$ cat src/rtl/dma_addr_gen.sv
// dma_addr_gen: W-bit DMA address / word-count generator with IDLE/RUN/DONE control.
// Optional feature macro: DMA_AUTO_RELOAD_EN -- a terminal step reloads AC/WC from
// AR/init and stays in RUN, pulsing done for one cycle (ring-buffer operation).
module dma_addr_gen #(
  parameter int unsigned W = 16
) (
  input  logic         clk,
  input  logic         reset_n,
  input  logic [2:0]   instr,
  input  logic         instr_vld,
  input  logic [W-1:0] din,
  output logic [W-1:0] dout,
  output logic         dout_oe,
  input  logic         step,
  output logic [W-1:0] addr,
  output logic         done,
  output logic         busy,
  output logic         aco,
  output logic         wco
);

  localparam logic [2:0] I_WRCR   = 3'd0;
  localparam logic [2:0] I_RDCR   = 3'd1;
  localparam logic [2:0] I_RDWC   = 3'd2;
  localparam logic [2:0] I_RDAC   = 3'd3;
  localparam logic [2:0] I_REINIT = 3'd4;
  localparam logic [2:0] I_LDADDR = 3'd5;
  localparam logic [2:0] I_LDWC   = 3'd6;
  localparam logic [2:0] I_ENCT   = 3'd7;

  typedef enum logic [1:0] {
    S_IDLE = 2'd0,
    S_RUN  = 2'd1,
    S_DONE = 2'd2
  } state_t;

  state_t         state_q, state_d;
  logic [W-1:0]   ar_q, ar_d;
  logic [W-1:0]   wr_q, wr_d;
  logic [W-1:0]   ac_q, ac_d;
  logic [W-1:0]   wc_q, wc_d;
  logic [3:0]     cr_q, cr_d;
  logic           done_q, done_d;
  logic           busy_q, busy_d;
  logic           aco_q, aco_d;
  logic           wco_q, wco_d;

  logic [1:0]     mode;
  logic           dec;
  logic [W-1:0]   ac_nxt;
  logic [W-1:0]   wc_inc;
  logic [W-1:0]   wc_dec;
  logic [W-1:0]   wc_nxt;
  logic [W-1:0]   init_wr;
  logic [W-1:0]   init_din;
  logic           ac_wrap;
  logic           wc_wrap;
  logic           term;

  // Counter arithmetic and reload values derived from the current CR
  assign mode     = cr_q[1:0];
  assign dec      = cr_q[2];
  assign ac_nxt   = dec ? (ac_q - W'(1)) : (ac_q + W'(1));
  assign wc_inc   = wc_q + W'(1);
  assign wc_dec   = wc_q - W'(1);
  assign wc_nxt   = (mode == 2'd1) ? wc_inc : wc_dec;
  assign init_wr  = (mode == 2'd1) ? '0 : wr_q;
  assign init_din = (mode == 2'd1) ? '0 : din;
  assign ac_wrap  = dec ? (ac_q == '0) : (ac_q == '1);
  assign wc_wrap  = (mode == 2'd1) ? (wc_q == '1) : (wc_q == '0);

  // Terminal-count detection on pre-step values
  always_comb begin
    case (mode)
      2'd0:    term = (wc_q == W'(1));
      2'd1:    term = (wc_inc == wr_q);
      2'd2:    term = (ac_nxt == wr_q);
      default: term = 1'b0;
    endcase
  end

  // Zero-latency register reads onto the data bus
  always_comb begin
    dout    = '0;
    dout_oe = 1'b0;
    if (instr_vld) begin
      case (instr)
        I_RDCR: begin dout = W'(cr_q); dout_oe = 1'b1; end
        I_RDWC: begin dout = wc_q;     dout_oe = 1'b1; end
        I_RDAC: begin dout = ac_q;     dout_oe = 1'b1; end
        default: ;
      endcase
    end
  end

  // Next-state and next-register logic; an instruction always wins over a step
  always_comb begin
    state_d = state_q;
    ar_d    = ar_q;
    wr_d    = wr_q;
    ac_d    = ac_q;
    wc_d    = wc_q;
    cr_d    = cr_q;
    done_d  = 1'b0;
    aco_d   = 1'b0;
    wco_d   = 1'b0;
    if (instr_vld) begin
      case (instr)
        I_WRCR:   begin cr_d = din[3:0]; state_d = S_IDLE; end
        I_REINIT: begin ac_d = ar_q; wc_d = init_wr; state_d = S_IDLE; end
        I_LDADDR: begin ar_d = din; ac_d = din; end
        I_LDWC:   begin wr_d = din; wc_d = init_din; end
        I_ENCT:   state_d = S_RUN;
        default:  ;
      endcase
    end else if (step && (state_q == S_RUN)) begin
      if (term) begin
`ifdef DMA_AUTO_RELOAD_EN
        ac_d   = ar_q;
        wc_d   = init_wr;
        done_d = 1'b1;
`else
        ac_d    = ac_nxt;
        wc_d    = wc_nxt;
        aco_d   = ac_wrap;
        wco_d   = wc_wrap;
        state_d = S_DONE;
`endif
      end else begin
        ac_d  = ac_nxt;
        wc_d  = wc_nxt;
        aco_d = ac_wrap;
        wco_d = wc_wrap;
      end
    end
`ifndef DMA_AUTO_RELOAD_EN
    done_d = (state_d == S_DONE);
`endif
    busy_d = (state_d == S_RUN);
  end

  // State register
  always_ff @(posedge clk or negedge reset_n) begin
    if (!reset_n) state_q <= S_IDLE;
    else          state_q <= state_d;
  end

  // Datapath and registered status outputs
  always_ff @(posedge clk or negedge reset_n) begin
    if (!reset_n) begin
      ar_q   <= '0;
      wr_q   <= '0;
      ac_q   <= '0;
      wc_q   <= '0;
      cr_q   <= '0;
      done_q <= 1'b0;
      busy_q <= 1'b0;
      aco_q  <= 1'b0;
      wco_q  <= 1'b0;
    end else begin
      ar_q   <= ar_d;
      wr_q   <= wr_d;
      ac_q   <= ac_d;
      wc_q   <= wc_d;
      cr_q   <= cr_d;
      done_q <= done_d;
      busy_q <= busy_d;
      aco_q  <= aco_d;
      wco_q  <= wco_d;
    end
  end

  assign addr = ac_q;
  assign done = done_q;
  assign busy = busy_q;
  assign aco  = aco_q;
  assign wco  = wco_q;

endmodule

$ cat config.mk
export PLATFORM = sky130hd
export DESIGN_NAME = dma_addr_gen
export DESIGN_NICKNAME = d
export VERILOG_FILES = /design/src/rtl/dma_addr_gen.sv
export SDC_FILE = /design/constraint.sdc
export NUM_CORES = 1
export LEC_CHECK = 0
export CORE_MARGIN = 10
export CORE_UTILIZATION = 24
export CTS_CLUSTER_SIZE = 10
export DETAILED_ROUTE_END_ITERATION = 8
export GPL_TIMING_DRIVEN = 1
export HOLD_SLACK_MARGIN = 0.1
export PLACE_DENSITY_LB_ADDON = 0.15
export SLEW_MARGIN = 20
export SYNTH_ARGS = -nofsm -noshare
export SYNTH_HDL_FRONTEND = slang
export SYNTH_SLANG_ARGS = --single-unit
$ cat constraint.sdc
create_clock -name clk -period 3.35 [get_ports clk]
set_input_delay 0.335 -clock clk [delete_from_list [all_inputs] [get_ports clk]]
set_output_delay 0.335 -clock clk [all_outputs]
set_load 0.03 [all_outputs]
# [After elaboration in Yosys (flattened, before gate mapping)]
# Index checks and enable logic that the tools add are counted.
[word_totals] register_bits=74 latchBits=0 mem_bits_rw=0 mem_bits_ro=0 in_bits=23 out_inout_bits=37 elab_cells=71 memories=0
[classes] add_sub_neg=4 mul=0 div_mod_pow=0 n_lt_le_gt_ge=0 eq_ne=19 shifts=0 mux=25 bitwise_logic=0 reduce_logical=13
[ops] cell="$mux W16" n=9
[ops] cell="$pmux W16 S2" n=2
[ops] cell="$pmux W16 S3" n=1
[ops] cell="$add A16 B1 Y16 const B" n=2
[ops] cell="$eq A16 B16 Y1" n=2
[ops] cell="$eq A16 B16 Y1 const B" n=2
[ops] cell="$logic_not A16 Y1" n=2
[ops] cell="$sub A16 B1 Y16 const B" n=2
[ops] cell="$eq A16 B1 Y1 const B" n=1
[ops] cell="$eq A3 B3 Y1 const B" n=4
[ops] cell="$reduce_and A2 Y1" n=5
[ops] cell="$mux W1" n=8
[ops] cell="$eq A2 B1 Y1 const B" n=3
[ops] cell="$eq A3 B2 Y1 const B" n=2
[ops] cell="$mux W2" n=3
[ops] cell="$ne A3 B1 Y1 const B" n=2
[ops] cell="$eq A2 B2 Y1 const B" n=2
[ops] cell="$pmux W2 S2" n=1
[ops] cell="$eq A3 B1 Y1 const B" n=1
[ops] cell="$logic_not A3 Y1" n=1
[ops] cell="$pmux W1 S3" n=1
[ops] cell="$reduce_or A3 Y1" n=1
[ops] cell="$logic_not A2 Y1" n=1
[ops] cell="$reduce_bool A2 Y1" n=1
[ops] cell="2 further kinds" n=2

# [Longest topological paths before layout]
[depth] depth_word=8 depth_mapped=12 depth_no_buf=11

# [Least setup slack after synthesis]
# OpenSTA, ideal clock, no wires.
[synth_path] kind="register to register" from="reg ac_q[0] (netlist: addr[0])" to="reg state_q[0]" setup_ns=0.122 t_arrival_ns=3.226 required_ns=3.228 setup_slack_ns=0.003 stages_incl_launch_ff=13 n_path_buf=1 period_less_slack_ns=3.347 cell_sequence="dfrtp_1 -> buf_6 -> inv_1 -> fa_1 -> nand2b_1 -> a21o_1 -> a31oi_1 -> a211o_1 -> xor2_1 -> xnor2_1 -> a41oi_1 -> or4_4 -> a32o_1"
[synth_between] elab_chain_len=7 elab_cells_between_ends=8 classes_between="2 x add/sub; 1 x eq/ne; 5 x mux"
[synth_rtl] item="from (decl)" line_no="40" rtl="logic [W-1:0] ac_q, ac_d;"
[synth_rtl] item="from (signal assigned)" line_no="153" rtl="ac_q <= '0;"
[synth_rtl] item="from (signal assigned)" line_no="163" rtl="ac_q <= ac_d;"
[synth_rtl] item="$add A16 B1 Y16 or $sub A16 B1 Y16 (tied branches)" line_no="63" rtl="assign ac_nxt = dec ? (ac_q - W'(1)) : (ac_q + W'(1));"
[synth_rtl] item="$mux W16 *" line_no="63"
[synth_rtl] item="$eq A16 B16 Y1 *" line_no="77" rtl="2'd2: term = (ac_nxt == wr_q);"
[synth_rtl] item="$pmux W1 S3 *" line_no="74" rtl="case (mode)"
[synth_rtl] item="$mux W2 *" line_no="117" rtl="if (term) begin"
[synth_rtl] item="$mux W2 *" line_no="116" rtl="end else if (step && (state_q == S_RUN)) begin"
[synth_rtl] item="$mux W2 *" line_no="107" rtl="if (instr_vld) begin"
[synth_rtl] item="named net state_d[0]" line_no="37" rtl="state_t state_q, state_d;"
[synth_rtl] item="to (signal assigned)" line_no="145" rtl="else state_q <= state_d;"
[synth_rtl] item="to (decl)" line_no="37"
# The timed path passes the listed nets; every way through them passes the cells marked *.
# A chain may end at the register's enable or synchronous reset.

# [Worst setup path in the final report]
[layout_path] from="reg cr_q[2]" to="reg state_q[0]"
[layout_between] elab_chain_len=6
[layout_rtl] item="from (decl)" line_no="42" rtl="logic [3:0] cr_q, cr_d;"
[layout_rtl] item="from (signal assigned)" line_no="165" rtl="cr_q <= cr_d;"
[layout_rtl] item="$mux W16" line_no="63"
[layout_rtl] item="$eq A16 B16 Y1" line_no="77"
[layout_rtl] item="$pmux W1 S3" line_no="74"
[layout_rtl] item="$mux W2" line_no="117"
[layout_rtl] item="$mux W2" line_no="116"
[layout_rtl] item="$mux W2" line_no="107"
[layout_rtl] item="named net state_d[0]" line_no="37"
# The timed path passes the listed nets, and every way through them passes these cells.

==> metrics.md <==
| Metric | Value |
|---|---|
| Nets | `902` |
| Placeable core region | `25100 sq um` |
| Highest achievable clock rate | `303 MHz` |
| Synth Warn # | `0` |
| Via count of the first global-routing pass | `5818` |
| Yosys reg bits | `74` |
| Hold/Removal Path Class | `input port to async pin` |
| Maximum number of pins on one net before global-route repair | `30` |
| Starting density of the core | `24.3%` |
| Overall Global Routing Usage | `14.9%` |
| Period Utilization, post-route | `98.5%` |
| Reported max-cap violation count | `0` |
| # diodes | `0` |
| Headroom to the max-slew limit | `61.7%` |
| Number of antenna violations at the first check in global routing | `0` |
| Chip Width | `180 um` |
| Global-route wire length before repair | `37700 um` |
| Xor/xnor cell area share of the yosys netlist | `7.01%` |
| Cell with the largest stage delay on the worst path | `sky130_fd_sc_hd__or4_4` |
| Clock H-tree levels | `3` |
| Worst path cell trace | `buf_12, ha_1, a21o_1, a2111oi_4, o2111ai_2, a21o_1, a21o_1, a31oi_1, xor2_1, or4_4, a32o_1` |
| Worst Path Max Fanout | `6` |
| Clk_lat worst skew | `0.35 ns` |
| Number of buffers created by CTS | `9` |
| Number of distinct standard cells referenced by the synthesized netlist | `75` |
| Leak | `3.52 nW` |
| Post-Synthesis Net Count | `794` |
| Final core utilization | `33.5%` |
| Mean instance size in the synthesized netlist | `8.16 sq um` |
| Post-Synthesis Cells | `748` |
| Number of placed instances, taps included | `1167` |
| Floorplan row count | `58` |
| Synth Area in Adders | `4.84%` |
| Critical path's most frequent cell | `sky130_fd_sc_hd__a21o_1` |
| Routed wire per std cell | `20.9 um` |
| Area grow syn2layout | `37.8%` |
| I/O pins | `60` |
| Filler-free cell count of the finished design | `1190` |
| Pre-CTS WS | `-0.0997 ns` |
| Fraction of the mapped netlist area in compound gates | `21.2%` |
| Clock net sink count | `74` |
| Cell family contributing the most delay on the critical path | `compound AO/OA/AOI/OAI gates` |
| Slew of the pin with the lowest slew margin | `0.570 ns` |
| RePlAce Congestion | `0.858` |
| Placed standard-cell area | `7580 sq um` |
| Number of buffers and inverters on the critical path | `1` |
| Final standard cell area without fillers | `8420 sq um` |
| Data arrival, critical path | `3.54 ns` |
| Max Buffers Root-to-Sink | `2` |
| Via count normalized by instance count | `5.06` |
| Antenna-violating nets left | `0` |
| Total power after layout | `7.54 mW` |
| RSZ-0062 raised after global routing | `yes` |
| First DRT Iteration DRCs | `483` |
| Crit path largest cell delay | `0.57 ns` |
| Minimum clock period | `3.30 ns` |
| Top flip-flop cell by instance count after synthesis | `sky130_fd_sc_hd__dfrtp_1` |
| Half-perimeter wire length of the detailed placement result | `18800 um` |
| Die span in y | `180 um` |
| Post-synth ARST share | `100%` |
| Number of port buffers | `59` |
| Seq/Total Area, Yosys | `30.3%` |
| Residual DRC | `0` |
| Cell area after technology mapping | `6110 sq um` |
| Number of optimization iterations in the first detailed-route pass | `5` |
| Critical path type | `flop to flop` |
| Die area | `32200 sq um` |
| Final worst setup slack | `0.0513 ns` |
| Most common cell after layout, fill and taps aside | `sky130_fd_sc_hd__nand2_1` |
| TritonCTS clock tree | `done` |
| Highest-count cells in the layout ignoring fill and taps | `94 x sky130_fd_sc_hd__nand2_1, 87 x sky130_fd_sc_hd__buf_4, 76 x sky130_fd_sc_hd__nor2_1` |
| Final-layout worst hold slack | `0.442 ns` |
| Clock transition at the registers of the reported paths | `0.07 ns` |
| Proportion of layout cells with a drive suffix above 1 | `22.6%` |
| Final sum of negative setup slack | `0 ns` |
| Vias after detailed routing | `6022` |
| Mux cell area share after synthesis | `9.24%` |
| Max Transition Viols Final | `0` |
| Total Wirelength | `24900 um` |
| Dominant combinational cell family by area after synthesis | `simple AND/OR/NAND/NOR gates` |
| Crit path required time | `3.59 ns` |
| Power density of the placed cells | `896 nW/um^2` |
| Worst VDD drop | `0.467 mV` |
| Startpoint type of the worst setup path | `flop` |
| Kind of end point of the critical path | `flop` |
| Simple-gate share of the synthesized area | `22.5%` |
| Number of enable flip-flop cells after synthesis | `0` |
| Setup Viol. Count Final | `0` |
| Status | `finished, final reports clean` |
| Total gr overflow | `0` |
| Fin. Hold Viols | `0` |
| Clk root buf | `sky130_fd_sc_hd__clkbuf_16` |
| Clock Skew | `0.00819 ns` |
-- cell usage after synthesis (8+ instances only) --
library cell / n / area share (%)
sky130_fd_sc_hd__nor2_1: 76 / 4.7
sky130_fd_sc_hd__a31oi_1: 9 / 0.92
sky130_fd_sc_hd__dfrtp_1: 74 / 30
sky130_fd_sc_hd__a21o_1: 14 / 1.7
sky130_fd_sc_hd__nand3_1: 31 / 2.5
sky130_fd_sc_hd__nand2_1: 94 / 5.8
sky130_fd_sc_hd__ha_1: 22 / 4.5
sky130_fd_sc_hd__xor2_1: 13 / 1.9
sky130_fd_sc_hd__inv_1: 26 / 1.6
sky130_fd_sc_hd__clkbuf_1: 30 / 1.8
sky130_fd_sc_hd__mux2i_1: 35 / 5.7
sky130_fd_sc_hd__nor3_1: 17 / 1.4
sky130_fd_sc_hd__mux2_2: 19 / 3.5
sky130_fd_sc_hd__xnor2_1: 27 / 3.9
sky130_fd_sc_hd__nand4_1: 10 / 1.0
sky130_fd_sc_hd__a21oi_1: 58 / 4.8
sky130_fd_sc_hd__a22oi_1: 8 / 0.98
sky130_fd_sc_hd__nor4_1: 8 / 0.82
sky130_fd_sc_hd__buf_2: 12 / 0.98
sky130_fd_sc_hd__a222oi_1: 8 / 1.3
sky130_fd_sc_hd__or3_1: 10 / 1.0
sky130_fd_sc_hd__o21ai_0: 45 / 3.7
-- worst paths after layout --
kind / start / end / slack (ns) / depth (start not counted)
min in group clk: ar_q[6] / ar_q[6] / 0.48 / 2
worst min-delay path: reset_n / wc_q[0] / 0.44 / 2
worst min register to register: ar_q[6] / ar_q[6] / 0.48 / 2
worst max-delay path: cr_q[2] / state_q[0] / 0.05 / 11
max in group asynchronous: reset_n / wr_q[10] / 2.17 / 3
worst max register to register: cr_q[2] / state_q[0] / 0.05 / 11
-- cells by family after synthesis --
group	after synthesis
multiplexers	54
XOR/XNOR	44
AO/OA/AOI/OAI	197
adder cells (fa/ha/maj)	23
buffers and inverters	73
flip-flops	74
AND/OR/NAND/NOR	283
-- sequential cells by signal, indices dropped and copies added, names as in the netlist --
| signal | cells |
|---|---|
| wco | 1 |
| wc_q | 16 |
| cr_q | 4 |
| state_q | 2 |
| wr_q | 16 |
| aco | 1 |
| ar_q | 16 |
| addr | 16 |
| done | 1 |
| busy | 1 |
-- area by class of cell --
cell class,count,area [sq um]
timing repair buffer,144,1350
fill,2684,16700
multi-input combinational,601,4370
inverter,26,97.6
tap,330,413
clock inverter,5,104
sequential,74,1850
clock buffer,10,229
-- timing repair --
item / 4_1_cts / 5_1_grt
buffers inserted: 0 / 6
endpoints found under the hold margin: 21 / 0
pin swaps: 0 / 23
gates resized for setup: 2 / 60
hold buffers: 1 / 0
setup endpoints to repair: 2 / 4
cloned: 0 / 1
-- layer usage --
metal  share of wire [%]  track usage [%]  vias to the layer above  wire length, um
li1                    -                -                     2930                -
met1                  50             21.2                     2915            12300
met2                  45             22.9                      160            11100
met3                 4.9             2.91                       17             1220
met4                0.92             2.81                        0              229
met5                   0                0                        -                0
-- power breakdown --
group	switching, mW	total (mW)	leakage [nW]	internal, mW
sequential	0.327	1.46	0.897	1.14
combinational	2.65	4.91	2.46	2.27
clock	0.435	1.16	0.163	0.725
total	3.41	7.54	3.52	4.13
Power figures use the tool's default switching activity.
